File: src/rtl/cpu_pkg.sv
// cpu_pkg: shared decode encodings, state encoding, pipeline record and immediate helper
package cpu_pkg;
  localparam int OP_W = 5;
  localparam logic [1:0] CLS_R = 2'b00;
  localparam logic [1:0] CLS_I = 2'b01;
  localparam logic [1:0] CLS_I8 = 2'b10;
  localparam logic [1:0] CLS_J = 2'b11;
  localparam logic [OP_W-1:0] HALT_OP_DEF = 5'b11111;
  localparam logic [OP_W-1:0] NOP_OP = 5'b00000;
  typedef enum logic {ST_RUN = 1'b0, ST_HALTED = 1'b1} state_t;
  typedef struct packed {
    logic valid;
    logic [OP_W-1:0] op;
    logic [2:0] rd;
    logic [2:0] rs;
    logic [2:0] rt;
    logic [15:0] rs_data;
    logic [15:0] rt_data;
    logic [15:0] imm;
    logic [15:0] npc;
  } dec_t;
  function automatic logic [15:0] dec_imm(input logic [15:0] ins);
    return ins[15:14] == CLS_I ? {{11{ins[4]}}, ins[4:0]} :
           ins[15:14] == CLS_I8 ? {{8{ins[7]}}, ins[7:0]} :
           ins[15:14] == CLS_J ? {{5{ins[10]}}, ins[10:0]} : 16'h0000;
  endfunction
endpackage

File: src/rtl/regfile.sv
// regfile: 8x16 register file, one write port, two write-first bypassed read ports
module regfile #(
  parameter bit R0_ZERO = 1'b1
) (
  input  logic        clk,
  input  logic        rst,
  input  logic        i_wr_en,
  input  logic [2:0]  i_wr_addr,
  input  logic [15:0] i_wr_data,
  input  logic [2:0]  i_ra_addr,
  input  logic [2:0]  i_rb_addr,
  output logic [15:0] o_ra_data,
  output logic [15:0] o_rb_data
);
  logic [15:0] r_mem [8];
  logic w_we;
  assign w_we = i_wr_en && !(R0_ZERO && i_wr_addr == 3'd0);
  // storage: cleared on reset, otherwise written whenever the writeback port fires
  always_ff @(posedge clk) begin
    if (rst) r_mem <= '{default: 16'h0000};
    else if (w_we) r_mem[i_wr_addr] <= i_wr_data;
  end
  // reads: hardwired zero register first, then same-cycle write bypass, then storage
  always_comb begin
    o_ra_data = (R0_ZERO && i_ra_addr == 3'd0) ? 16'h0000 :
                (w_we && i_wr_addr == i_ra_addr) ? i_wr_data : r_mem[i_ra_addr];
    o_rb_data = (R0_ZERO && i_rb_addr == 3'd0) ? 16'h0000 :
                (w_we && i_wr_addr == i_rb_addr) ? i_wr_data : r_mem[i_rb_addr];
  end
endmodule

File: src/rtl/decode_stage.sv
// decode_stage: instruction decode, load-use hazard detect, pipeline register and halt FSM
module decode_stage
  import cpu_pkg::*;
#(
  parameter bit R0_ZERO = 1'b1,
  parameter logic [OP_W-1:0] HALT_OP = HALT_OP_DEF
) (
  input  logic            clk,
  input  logic            rst,
  input  logic            Stall,
  input  logic            Flush,
  input  logic [15:0]     Instruct,
  input  logic [15:0]     NextPCIn,
  input  logic            WrEn,
  input  logic [2:0]      WrAddr,
  input  logic [15:0]     WrData,
  input  logic            ExMemRead,
  input  logic [2:0]      ExRd,
  output logic            HazardStall,
  output logic            Halt,
  output logic            Valid,
  output logic [OP_W-1:0] Op,
  output logic [2:0]      Rd,
  output logic [2:0]      Rs,
  output logic [2:0]      Rt,
  output logic [15:0]     RsData,
  output logic [15:0]     RtData,
  output logic [15:0]     Imm,
  output logic [15:0]     NextPCOut
);
  state_t r_state;
  dec_t r_dec;
  dec_t w_dec;
  logic r_halt;
  logic [OP_W-1:0] w_op;
  logic [1:0] w_cls;
  logic [2:0] w_rd, w_rs, w_rt, w_rt_src;
  logic w_nop, w_use_rs, w_use_rt, w_hz;
  logic [15:0] w_rs_data, w_rt_data;
  assign w_op = Instruct[15:11];
  assign w_cls = Instruct[15:14];
  assign w_rd = Instruct[10:8];
  assign w_rs = Instruct[7:5];
  assign w_rt = Instruct[4:2];
  assign w_nop = w_op == NOP_OP;
  // I8 instructions read their Rd through the second read port
  assign w_rt_src = w_cls == CLS_I8 ? w_rd : w_rt;
  regfile #(.R0_ZERO(R0_ZERO)) u_rf (
    .clk(clk),
    .rst(rst),
    .i_wr_en(WrEn),
    .i_wr_addr(WrAddr),
    .i_wr_data(WrData),
    .i_ra_addr(w_rs),
    .i_rb_addr(w_rt_src),
    .o_ra_data(w_rs_data),
    .o_rb_data(w_rt_data)
  );
  // source usage per class and load-use hazard against the load in execute
  always_comb begin
    w_use_rs = !w_nop && (w_cls == CLS_R || w_cls == CLS_I);
    w_use_rt = !w_nop && (w_cls == CLS_R || w_cls == CLS_I8);
    w_hz = ExMemRead && ExRd != 3'd0 && r_state == ST_RUN && !Flush &&
           ((w_use_rs && ExRd == w_rs) || (w_use_rt && ExRd == w_rt_src));
    w_dec = '{valid: 1'b1, op: w_op, rd: w_rd, rs: w_rs, rt: w_rt, rs_data: w_rs_data,
              rt_data: w_rt_data, imm: dec_imm(Instruct), npc: NextPCIn};
  end
  assign HazardStall = w_hz;
  // pipeline register and RUN/HALTED FSM: flush or halted bubbles, stall holds, hazard bubbles
  always_ff @(posedge clk) begin
    if (rst) begin
      r_state <= ST_RUN;
      r_halt <= 1'b0;
      r_dec <= '0;
    end else if (Flush || r_state == ST_HALTED) begin
      r_dec <= '0;
    end else if (!Stall) begin
      r_dec <= w_hz ? '0 : w_dec;
      if (!w_hz && w_op == HALT_OP) begin
        r_state <= ST_HALTED;
        r_halt <= 1'b1;
      end
    end
  end
  assign Halt = r_halt;
  assign Valid = r_dec.valid;
  assign Op = r_dec.op;
  assign Rd = r_dec.rd;
  assign Rs = r_dec.rs;
  assign Rt = r_dec.rt;
  assign RsData = r_dec.rs_data;
  assign RtData = r_dec.rt_data;
  assign Imm = r_dec.imm;
  assign NextPCOut = r_dec.npc;
endmodule

File: config.mk
export PLATFORM = sky130hd
export DESIGN_NAME = decode_stage
export DESIGN_NICKNAME = d
export VERILOG_FILES = /design/src/rtl/cpu_pkg.sv /design/src/rtl/regfile.sv /design/src/rtl/decode_stage.sv
export SDC_FILE = /design/constraint.sdc
export NUM_CORES = 1
export LEC_CHECK = 0
export BUFFER_PORTS_ARGS = -buffer_cell sky130_fd_sc_hd__buf_2
export CAP_MARGIN = 20
export CORE_MARGIN = 5
export CORE_UTILIZATION = 53
export CTS_BUF_LIST = sky130_fd_sc_hd__clkbuf_8
export CTS_CLUSTER_SIZE = 28
export DETAILED_ROUTE_END_ITERATION = 7
export GPL_TIMING_DRIVEN = 0
export PLACE_DENSITY_LB_ADDON = 0.1
export SLEW_MARGIN = 15
export SYNTH_ARGS = -nofsm -noshare
export SYNTH_HDL_FRONTEND = slang
export SYNTH_SLANG_ARGS = --single-unit
export TNS_END_PERCENT = 10
File: constraint.sdc
create_clock -name clk -period 4.89 [get_ports clk]
set_clock_uncertainty 0.1 [all_clocks]
set_input_delay 0.978 -clock clk [delete_from_list [all_inputs] [get_ports clk]]
set_output_delay 0.978 -clock clk [all_outputs]
set_load 0.1 [all_outputs]
* Word-level counts from Yosys, hierarchy flattened
Index checks and enable logic that the tools add are counted.
Widths: inputs -> output; s select.
** Storage, ports and cells
- Register bits :: 208
** Operators by class
- $lt $le $gt $ge :: 4
- Eq/ne operators :: 8
- Muxes and demuxes :: 18
- Bitwise logic cells :: 6
- Reductions and logical operators :: 29
** Operators by type and width (number)
- $mux 16 :: 12
- $bwmux 128 :: 1
- $bmux 16 s3 :: 2
- $mux 79 :: 1
- $demux 16 s3 :: 1
- $logic_and 1x1->1 :: 13
- $eq 3x3->1 :: 4
- $ge 4x4->1 const B :: 3
- $not 3->4 :: 3
- $logic_not 3->1 :: 3
- $eq 5x5->1 const B :: 1
- $logic_not 5->1 :: 1
- $eq 2x2->1 const B :: 2
- $logic_not 1->1 :: 4
- $logic_or 1x1->1 :: 4
- $lt 4x1->1 const B :: 1
- $mux 3 :: 1
- $not 1->1 :: 3
- $reduce_and 3->1 :: 1
- $reduce_bool 3->1 :: 1
- $eq 2x1->1 const B :: 1
- $logic_not 2->1 :: 1
- $reduce_or 2->1 :: 1

* Depth between registers and ports, before layout
- Depth in word-level cells :: 9
- Gate-level depth with buffers :: 10
- Depth with buffers taken out :: 6

* Modules after synthesis
Synthesis repeated with hierarchy kept, for this count alone.
** Second synthesis, totals
- Cells, all modules :: 1129
- Area, all modules :: 10077.2 µm²
** Modules (own cells, without submodules)
- regfile :: instances 1, cells each 759, area each 6917.9 µm², seq. area each 2562.5 µm²
- decode_stage :: instances 1, cells each 370, area each 3159.3 µm², seq. area each 1501.4 µm²

* Least setup slack after synthesis
Ideal clock, no wire load.
- Kind :: in2out
- From :: input Instruct[14]
- To :: output HazardStall
- Arrival time :: 3.341 ns
- Slack :: 0.471 ns
- Stages on the path :: 7
- Path buffers :: 2
- Cell sequence :: buf_6 > nor2b_1 > buf_2 > mux2i_1 > xor2_1 > a21boi_1 > nor2_1
** Between the ends
- Longest elaborated chain between the ends :: 6
- Elaborated cells on any way between the ends :: 15
** RTL lines
- start: declaration :: line decode_stage.sv:12 : input logic [15:0] Instruct,
- $eq 2x2->1 (tied with other cells) :: line decode_stage.sv:47, decode_stage.sv:62
- $mux 3 (tied with other cells) :: line decode_stage.sv:47 : assign w_rt_src = w_cls == CLS_I8 ? w_rd : w_rt;
- $eq 3x3->1 (tied with other cells) :: line decode_stage.sv:64 : ((w_use_rs && ExRd == w_rs) || (w_use_rt && ExRd == w_rt_src));
- $logic_and 1x1->1 :: line decode_stage.sv:64
- $logic_or 1x1->1 * :: line decode_stage.sv:64
- $logic_and 1x1->1 * :: line decode_stage.sv:63 : w_hz = ExMemRead && ExRd != 3'd0 && r_state == ST_RUN && !Flush &&
- end: declaration :: line decode_stage.sv:19 : output logic HazardStall,
Every way passes the cells marked *; elsewhere a longest branch is shown, timed or not.

* Worst setup path after layout
- From :: input Instruct[15]
- To :: output HazardStall
The elaborated chain is that of the path after synthesis.

==> metrics.md <==
| Metric | Value |
|---|---|
| Die Y | 146 um |
| Sequential fraction of design power | 42.8% |
| Global-route wire length before repair | 49.8 mm |
| Count of fill cells added during filler insertion | 1647 |
| Synthesized area divided by synthesized cell count | 8.25 um^2 |
| Floorplan die area | 21400 um^2 |
| Share of layout cells above drive strength 1 | 19.8% |
| CTS Buf Count | 36 |
| Gate power share | 14.5% |
| CTS tree | built |
| Critical path type | in -> out |
| Most area-consuming cells after synthesis | dfxtp_1 (41%), nand2_1 (14%), mux4_2 (7.3%) |
| Worst path buffer plus inverter count | 3 |
| Final min period | 3.96 ns |
| Cell row count | 49 |
| Nature of the critical path startpoint | input pin |
| Standard cell core area | 18100 um^2 |
| Largest net degree at the start of global routing | 11 |
| Sequential element share of the synthesized area | 41.2% |
| Number of gates given a new drive strength after cts | 0 |
| Post-route cell area | 11500 um^2 |
| Maximum clock frequency | 253 MHz |
| P_sw | 1.15 mW |
| Antenna violation net count after detailed routing | 0 |
| Count of pins over their slew limit | 0 |
| Count of mapped cells out of synthesis | 1195 |
| Req. time, crit path | 3.81 ns |
| Max-cap violations | 0 |
| Post-CTS Hold Buffers | 0 |
| Layout Area Growth over Synthesis | 17.0% |
| Peak-usage layer in the global routing report | met2 |
| Vias in the first global route | 8939 |
| Slew at the pin closest to its max-slew limit | 0.932 ns |
| Final worst-path cycle share | 81.0% |
| CP max FO | 8 |
| Cell-internal power | 2.86 mW |
| Fin nets | 1412 |
| Instance area after placement | 10700 um^2 |
| P_leak | 4.48 nW |
| Global-route congestion overflow total | 0 |
| Initial antenna violation count | 0 |
| Number of vias per cell | 5.79 |
| Logic depth of the worst register-to-register path | 6 |
| CP top delay family | buffers and inverters |
| Switching power as a share of total power | 28.7% |
| Buffers from clock root to sink, at most | 3 |
| Clock-pin slew on the worst setup and hold paths | 0.06 ns |
| Largest incremental delay on the critical path | 0.46 ns |
| Arrival @ worst endpoint | 2.88 ns |
| Overall Global Routing Usage | 28.7% |
| PwrDens | 348 nW/um^2 |
| Clock sink count | 203 |
| Most used DFF post-synth | dfxtp_1 |
| Met3 global-route usage | 7.19% |
| Chip width | 146 um |
| Met2 Resource Use GR | 44.3% |
| Quantity of I/O buffers inserted on ports | 118 |
| Placed wire-length estimate after detailed placement | 23.6 mm |
| Initial core utilization | 54.3% |
| Max transition margin | 37.9% |
| Class of the tightest hold or removal check | reg -> reg |
| Critical path's most frequent cell | buf_2 |
| CP Depth | 8 |
| Cell at the slowest stage of the critical path | buf_2 |
| Htree depth | 2 |
| Synth cell types | 56 |
| First-pass DRT Iterations | 5 |
| Yosys warning total | 0 |
| Routed length per instance | 19.6 um |
| Setup violators final | 0 |
| Post-synth EDFFs | 0 |
| Critical path endpoint category | output port |
| Global placer's final weighted congestion | 0.948 |
| Total standard cell area after synthesis | 9860 um^2 |
| Number of antenna diodes | 0 |
| Post-CTS setup buffers | 0 |
| Met1 usage | 40.4% |
| I/O pins | 141 |
| Number of register bits inferred by synthesis | 203 |
| Synth area leader | dfxtp_1 |
| Worst hold stages | 2 |
| Status | complete, no violations |
| Initial DRC Count | 826 |
| DR DRC count | 0 |
| Total Negative Setup Slacks | 0 ns |
| Post-Syn Nets | 1255 |
| Unrepaired setup endpoints after global routing | false |
| Ordered cell list for the critical path | buf_2 > nor2b_1 > buf_2 > mux2i_1 > xor2_1 > a21boi_1 > nor2_1 > buf_2 |
| Largest vdd supply drop | 0.337 mV |
| Clock tree root driver cell | clkbuf_8 |
| Clock latency reported for the late side of the worst-skew pair | 0.54 ns |
| Vias after detailed routing | 9294 |
| Share of power burned in the clock network | 42.7% |
| Area share of the leading cell type in the synthesized netlist | 41.2% |
| Fin. Hold Viols | 0 |
| Synth async-reset ratio | 0% |
| Detailed-route wire length | 31.4 mm |
==> cells by family (layout without fill, tap and decap cells) <==
group                     count (synthesis)  in the layout  share of synthesized area [%]
xor gates and xnor gates                  8              8                          0.711
and+or+nand+nor                         548            548                           23.8
AOI/OAI and AO/OA                       231            231                           15.0
muxes                                    96             96                           13.9
DFF                                     203            203                           41.2
buffers and inverters                   109            291                           5.38
==> registers in the layout, indices dropped and copies added, names as in the netlist <==
signal	flops
Op	5
Rs	3
Valid	1
Halt	1
NextPCOut	16
u_rf.r_mem	128
Rd	3
Imm	11
RtData	16
RsData	16
Rt	3
==> through the flow <==
stage	total power, mW	hold slack [ns]	worst slack [ns]	util (%)	instances
6_report	4.02	0.347	0.931	63.6	1606
5_1_grt	4.16	0.359	0.811	63.6	1606
4_1_cts	4.02	0.345	0.954	63.6	1605
3_5_place_dp	2.32	0.336	0.963	59.2	1542
3_3_place_gp	2.32	0.329	0.994	59.2	1542
2_1_floorplan	2.16	0.345	0.471	-	1195
==> synth_stat cells, types with 3 or more instances <==
| library cell | instances |
|---|---|
| a21boi_0 | 15 |
| a21oi_1 | 139 |
| a22oi_1 | 16 |
| a32o_1 | 5 |
| a32oi_1 | 16 |
| buf_2 | 24 |
| buf_4 | 12 |
| buf_6 | 4 |
| clkbuf_1 | 63 |
| dfxtp_1 | 203 |
| inv_1 | 3 |
| mux2i_1 | 63 |
| mux4_2 | 32 |
| nand2_1 | 364 |
| nand2b_1 | 14 |
| nand3_1 | 42 |
| nand3b_1 | 3 |
| nand4_1 | 17 |
| nor2_1 | 68 |
| nor2b_1 | 20 |
| nor3_1 | 3 |
| o21ai_0 | 6 |
| o21ai_1 | 7 |
| o21ai_2 | 10 |
| xnor2_1 | 3 |
| xor2_1 | 5 |
==> area by class of cell <==
cell class | instances | area [um^2] | share of cell area, %
tap | 229 | 287 | 2.48
buffer | 106 | 519 | 4.50
inverter | 3 | 11.3 | 0.0976
multi-input combinational | 883 | 5270 | 45.7
sequential | 203 | 4060 | 35.2
timing repair buffer | 119 | 596 | 5.16
clock inverter | 16 | 146 | 1.27
clock buffer | 47 | 647 | 5.61
==> final timing paths <==
path	to	startpoint	slack, ns
worst min register to register	Valid	Valid	0.35
worst max-delay path	HazardStall	Instruct[15]	0.93
worst max register to register	RsData[11]	Halt	2.50
worst min-delay path	Valid	Valid	0.35
==> placed cells by master (no fill, tap or decap), types with 12 or more instances in the layout <==
master,netlist,final
inv_1,3,13
nor2_1,68,68
clkbuf_8,0,47
a32oi_1,16,16
buf_4,12,12
nand4_1,17,17
nor2b_1,20,20
dfxtp_1,203,203
mux2i_1,63,63
nand2b_1,14,14
nand3_1,42,42
a21oi_1,139,139
clkbuf_1,63,63
a21boi_0,15,15
buf_2,24,143
nand2_1,364,364
mux4_2,32,32
a22oi_1,16,16
==> power by group through the flow <==
stage                     combinational, mW  clock, mW  sequential (mW)
after detailed placement              0.571          0             1.75
after CTS                             0.572       1.74             1.72
final                                 0.582       1.72             1.72
after global placement                0.568          0             1.75
after global routing                  0.615       1.82             1.72
after floorplan                       0.291          0             1.87
==> worst min-delay path, stage by stage (launching register included) <==
cell,delay (ns)
dfxtp_1,0.30
inv_1,0.04
a21oi_1,0.05
==> metal layers <==
metal	vias up	wire [um]	share of wire, %
met5	-	0	0
met4	0	646	2.1
met3	61	3230	10
met2	499	13700	44
met1	4323	13900	44
li1	4411	-	-
No activity file was read; power rests on OpenSTA's default activity.
